<file path="src/rtl/cpu_pkg.sv">
// Shared types and constants for the register-file access path.
// Holds the state encoding and the read/write and length encodings seen by the register file.
package cpu_pkg;

  localparam int DATA_W   = 8;
  localparam int ADDR_W   = 3;
  localparam int NUM_REGS = 8;

  localparam logic RF_READ  = 1'b1;
  localparam logic RF_WRITE = 1'b0;

  localparam logic LEN_8  = 1'b0;
  localparam logic LEN_16 = 1'b1;

  // WRITE is the only encoding with bit 2 set, so the write strobe can come
  // straight from one flop rather than from a multi-bit compare.
  typedef enum logic [2:0] {
    IDLE  = 3'b000,
    READ  = 3'b001,
    ISSUE = 3'b010,
    WAIT  = 3'b011,
    WRITE = 3'b100
  } state_t;

endpackage

</file>
<file path="src/rtl/timeout_counter.sv">
// Counts cycles spent waiting for the ALU.
// Raises expired when the count reaches TIMEOUT-1, then holds that value until cleared.
module timeout_counter #(
  parameter int TIMEOUT = 16
) (
  input  logic clk,
  input  logic reset,
  input  logic clear,
  input  logic enable,
  output logic expired
);

  localparam int              CNT_W = (TIMEOUT > 2) ? $clog2(TIMEOUT) : 1;
  localparam logic [CNT_W-1:0] LAST = CNT_W'(TIMEOUT - 1);

  logic [CNT_W-1:0] count;

  always_ff @(posedge clk) begin
    if (reset || clear) begin
      count <= '0;
    end else if (enable && !expired) begin
      count <= count + CNT_W'(1);
    end
  end

  assign expired = (count == LAST);

endmodule

</file>
<file path="src/rtl/regfile_access_ctrl.sv">
// Sequences one micro-op through the register file: operand read, ALU hand-off and writeback.
// The writeback is either 8 bits or 16 bits (a register pair).
module regfile_access_ctrl
  import cpu_pkg::*;
#(
  parameter int DATA_W  = cpu_pkg::DATA_W,
  parameter int ADDR_W  = cpu_pkg::ADDR_W,
  parameter int TIMEOUT = 16
) (
  input  logic                clk,
  input  logic                reset,
  input  logic                req_valid,
  output logic                req_ready,
  input  logic [ADDR_W-1:0]   req_rs1,
  input  logic [ADDR_W-1:0]   req_rs2,
  input  logic [ADDR_W-1:0]   req_rd,
  input  logic                req_wide,
  input  logic                req_wb_en,
  output logic                op_valid,
  output logic [DATA_W-1:0]   op_a,
  output logic [DATA_W-1:0]   op_b,
  input  logic                result_valid,
  input  logic [2*DATA_W-1:0] result_data,
  output logic [ADDR_W-1:0]   rf_rs1_addr,
  output logic [ADDR_W-1:0]   rf_rs2_addr,
  input  logic [DATA_W-1:0]   rf_rs1_data,
  input  logic [DATA_W-1:0]   rf_rs2_data,
  output logic [ADDR_W-1:0]   rf_rd_addr,
  output logic [2*DATA_W-1:0] rf_rd_data,
  output logic                rf_r_w,
  output logic                rf_input_length,
  output logic                done,
  output logic                err_pair,
  output logic                err_timeout
);

  localparam logic [ADDR_W-1:0] LAST_REG = ADDR_W'(NUM_REGS - 1);

  state_t state, state_nx;

  logic [ADDR_W-1:0]   rs1_q, rs2_q, rd_q;
  logic                wide_q, wb_en_q, pair_bad_q;
  logic [2*DATA_W-1:0] wb_data_q;
  logic                done_nx, err_pair_nx, err_timeout_nx;
  logic                expired;

  timeout_counter #(
    .TIMEOUT (TIMEOUT)
  ) u_timeout (
    .clk     (clk),
    .reset   (reset),
    .clear   (state == ISSUE),
    .enable  (state == WAIT),
    .expired (expired)
  );

  always_comb begin
    // NOTE: every output of this block gets a default first, so no path can infer a latch.
    state_nx       = state;
    done_nx        = 1'b0;
    err_pair_nx    = 1'b0;
    err_timeout_nx = 1'b0;
    case (state)
      IDLE:  if (req_valid) state_nx = READ;
      READ:  state_nx = ISSUE;
      ISSUE: state_nx = WAIT;
      WAIT: begin
        // A result arriving in the expiry cycle still counts as a result.
        if (result_valid) begin
          if (wb_en_q && !pair_bad_q) begin
            state_nx = WRITE;
          end else begin
            state_nx    = IDLE;
            done_nx     = 1'b1;
            err_pair_nx = pair_bad_q & wb_en_q;
          end
        end else if (expired) begin
          state_nx       = IDLE;
          done_nx        = 1'b1;
          err_timeout_nx = 1'b1;
        end
      end
      WRITE: begin
        state_nx = IDLE;
        done_nx  = 1'b1;
      end
      default: state_nx = IDLE;
    endcase
  end

  always_ff @(posedge clk) begin
    if (reset) begin
      state       <= IDLE;
      rs1_q       <= '0;
      rs2_q       <= '0;
      rd_q        <= '0;
      wide_q      <= 1'b0;
      wb_en_q     <= 1'b0;
      pair_bad_q  <= 1'b0;
      wb_data_q   <= '0;
      op_a        <= '0;
      op_b        <= '0;
      done        <= 1'b0;
      err_pair    <= 1'b0;
      err_timeout <= 1'b0;
    end else begin
      state       <= state_nx;
      done        <= done_nx;
      err_pair    <= err_pair_nx;
      err_timeout <= err_timeout_nx;
      if (state == IDLE && req_valid) begin
        rs1_q      <= req_rs1;
        rs2_q      <= req_rs2;
        rd_q       <= req_rd;
        wide_q     <= req_wide;
        wb_en_q    <= req_wb_en;
        pair_bad_q <= req_wide && (req_rd == LAST_REG);
      end
      if (state == READ) begin
        op_a <= rf_rs1_data;
        op_b <= rf_rs2_data;
      end
      if (state == WAIT && result_valid) begin
        wb_data_q <= wide_q ? result_data
                            : {{DATA_W{1'b0}}, result_data[DATA_W-1:0]};
      end
    end
  end

  assign req_ready       = (state == IDLE);
  assign op_valid        = (state == ISSUE);
  assign rf_rs1_addr     = rs1_q;
  assign rf_rs2_addr     = rs2_q;
  assign rf_rd_addr      = rd_q;
  assign rf_rd_data      = wb_data_q;
  assign rf_r_w          = state[2] ? RF_WRITE : RF_READ;
  assign rf_input_length = (state[2] && wide_q) ? LEN_16 : LEN_8;

endmodule

</file>
<file path="config.mk">
export PLATFORM = sky130hd
export DESIGN_NAME = regfile_access_ctrl
export DESIGN_NICKNAME = d
export VERILOG_FILES = /design/src/rtl/cpu_pkg.sv /design/src/rtl/timeout_counter.sv /design/src/rtl/regfile_access_ctrl.sv
export SDC_FILE = /design/constraint.sdc
export NUM_CORES = 1
export LEC_CHECK = 0
export ABC_AREA = 1
export CORE_MARGIN = 2
export CORE_UTILIZATION = 41
export DETAILED_ROUTE_END_ITERATION = 6
export HOLD_SLACK_MARGIN = 0.02
export PLACE_DENSITY_LB_ADDON = 0.2
export SLEW_MARGIN = 20
export SYNTH_ARGS = -nofsm -noshare
export SYNTH_HDL_FRONTEND = slang
export SYNTH_SLANG_ARGS = --single-unit
</file>
<file path="constraint.sdc">
create_clock -name clk -period 1.9 [get_ports clk]
set_clock_uncertainty 0.2 [all_clocks]
set_input_delay 0.38 -clock clk [delete_from_list [all_inputs] [get_ports clk]]
set_output_delay 0.38 -clock clk [all_outputs]
set_load 0.005 [all_outputs]
</file>
==> qor.yml <==
outcome: "complete, no violations"
layout_commonest_cell: "clkdlybuf4s50_1"
crit_type: "reg2out"
portBuffers: 94
hold_path_class: "reg2reg"
synth_simple_gate_area_share_pct: 22.9
start_util_pct: 41.9
critPathMaxFanout: 3
maxSlewHeadroom_pct: 78.7
antennaDiodeCount: 0
grt_use_total_pct: 18.4
slowest_delay_ns: 0.33
p_leak_nw: 1.29
max_freq_mhz: 546
cts_root_buf: "clkbuf_8"
cts_num_sinks: 54
firstDrtPassIters: 4
cp_cell_sequence: "buf_4, nor2_4, nand2_1, inv_1, dlygate4sd2_1"
drive_gt1_share_pct: 6.51
ctsHoldBuffers: 0
powerDensity_nw_per_um2: 698
final_cell_mix: "clkdlybuf4s50_1, nand2_1, dfxtp_1"
cts_buffers: 5
worstSetupStartpointType: "register"
critPathRequiredTime_ns: 1.32
die_x_um: 75.5
clockBufferDepth: 2
synthAdderAreaFrac_pct: 0.597
antenna_found_initial: 0
peakVddDrop_v: 0.000446
synthMuxAreaShare_pct: 0
tns_ns: 0
syn_nets: 334
synth_compound_area_share_pct: 14.2
via_count: 2084
switching_share_pct: 24.0
synth_top_family_by_area: "simple AND/OR/NAND/NOR gates"
io_pins: 95
rows: 26
p_int_mw: 1.72
wl_um: 4970
ys_types: 21
wire_per_inst_um: 10.9
grt_pass1_wl_um: 8020
drtAntennaViolNets: 0
ys_seq_area_share_pct: 51.6
drcViolationCount: 0
pwr-share-comb_pct: 18.1
min_period_ns: 1.83
cp.arrival_ns: 1.25
finalPower_mw: 2.27
syn2layout_area_growth_pct: 54.7
grt_max_degree: 34
drt_first_iter_violations: 100
synth_area_per_cell_sq_um: 7.33
htreeDepth: 2
gp_congestion: 0.780
worst_pin_slew_ns: 0.319
via_per_inst: 4.59
synth_cells: 286
drv_slew: 0
nets: 433
grt_overflow: 0
setup-violations-final: 0
maxCapViolCount: 0
clock_latency_ns: 0.30
yosys_register_bits: 54
pwr-share-clk_pct: 27.6
rsz0062_at_grt: "false"
dp_hpwl_um: 3570
whs_ns: 0.243
dieHeight_um: 75.5
synth_warnings: 0
finalCritPeriodShare_pct: 96.4
seq_power_share_pct: 54.3
die_area_sq_um: 5700
switching_power_mw: 0.544
coreArea_sq_um: 5010
grt_pass1_vias: 1864
tritoncts: "done"
synth_area_sq_um: 2100
cts.clk_slew.worst_paths_ns: 0.09
crit_path_end_kind: "primary output"
hold_violations: 0
synth-xor-area-share_pct: 0.418
worst_path_max_delay_cell: "dfxtp_2"
[power groups by stage]
stage	registers [mW]	clock network (mW)	logic, mW
3_5_place_dp	1.26	0	0.412
4_1_cts	1.23	0.651	0.416
5_1_grt	1.24	0.690	0.456
2_1_floorplan	1.26	0	0.154
6_report	1.23	0.625	0.411
3_3_place_gp	1.25	0	0.408
[metrics by stage]
stage	std cells	instance area, sq um	util, %	setup slack (ns)
finish	454	3240	64.8	0.0691
global route	454	3240	64.8	0.00790
floorplan	286	2100	-	0.515
CTS	454	3240	64.8	0.0742
global placement	446	3140	62.7	0.133
detailed placement	446	3140	62.7	0.0981
[state kept, by name, summed over array words and instances, names as in the netlist, 3 cells and up]
register	flops
state	3
rf_rs1_addr	3
rf_rd_data	16
rf_rd_addr	3
op_b	8
rf_rs2_addr	3
op_a	8
u_timeout.count	4
[final cells by class]
cell class	count	area, sq um
fill	481	1770
timing repair buffer	105	1030
multi-input combinational	179	807
sequential	54	1090
clock buffer	6	82.6
inverter	40	150
tap	70	87.6
[worst max-delay path: cells and delay by family, from the launching register on]
family,cells,cell delay (ns)
simple gates,2,0.17
flops,1,0.33
buf+inv,3,0.44
[routing by layer]
metal | track usage [%] | vias up | part of all wire [%]
li1 | - | 1085 | -
met1 | 22.8 | 937 | 45
met2 | 30.3 | 55 | 47
met3 | 4.89 | 7 | 6.2
met4 | 7.41 | 0 | 1.6
met5 | 0 | - | 0
[worst paths after layout]
check,start,endpoint,slack [ns],cells after the start
max reg2reg,u_timeout.count[0],u_timeout.count[0],0.38,7
min,op_b[1],op_b[1],0.24,2
max,state[2],op_valid,0.07,5
min reg2reg,op_b[1],op_b[1],0.24,2
[what timing repair did]
item                                    in CTS  in global routing
buffers inserted                             2                  0
resized for setup                           10                  0
endpoints found under the setup margin       4                  0
[cell families after synthesis]
kind of cell | count (synthesis)
adders and majority gates | 1
xor gates and xnor gates | 1
DFF | 54
and+or+nand+nor | 118
AOI/OAI and AO/OA | 59
buffers and inverters | 53
[synthesized netlist by cell type]
master,n,share of area [%]
clkbuf_1,6,1.1
a21oi_1,40,9.5
buf_6,1,0.54
o211ai_1,1,0.36
buf_2,5,1.2
nand4_1,3,0.90
o21ai_1,1,0.24
xor2_1,1,0.42
nor4_1,1,0.30
inv_1,38,6.8
nand2_1,86,15
nand2_4,1,0.54
nor2_4,1,0.54
nor2_1,16,2.9
inv_2,2,0.36
o21ai_0,17,4.1
nor3_1,1,0.24
nand3_1,9,2.1
ha_1,1,0.60
buf_4,1,0.36
dfxtp_1,54,52
Power figures use the tool's default switching activity.
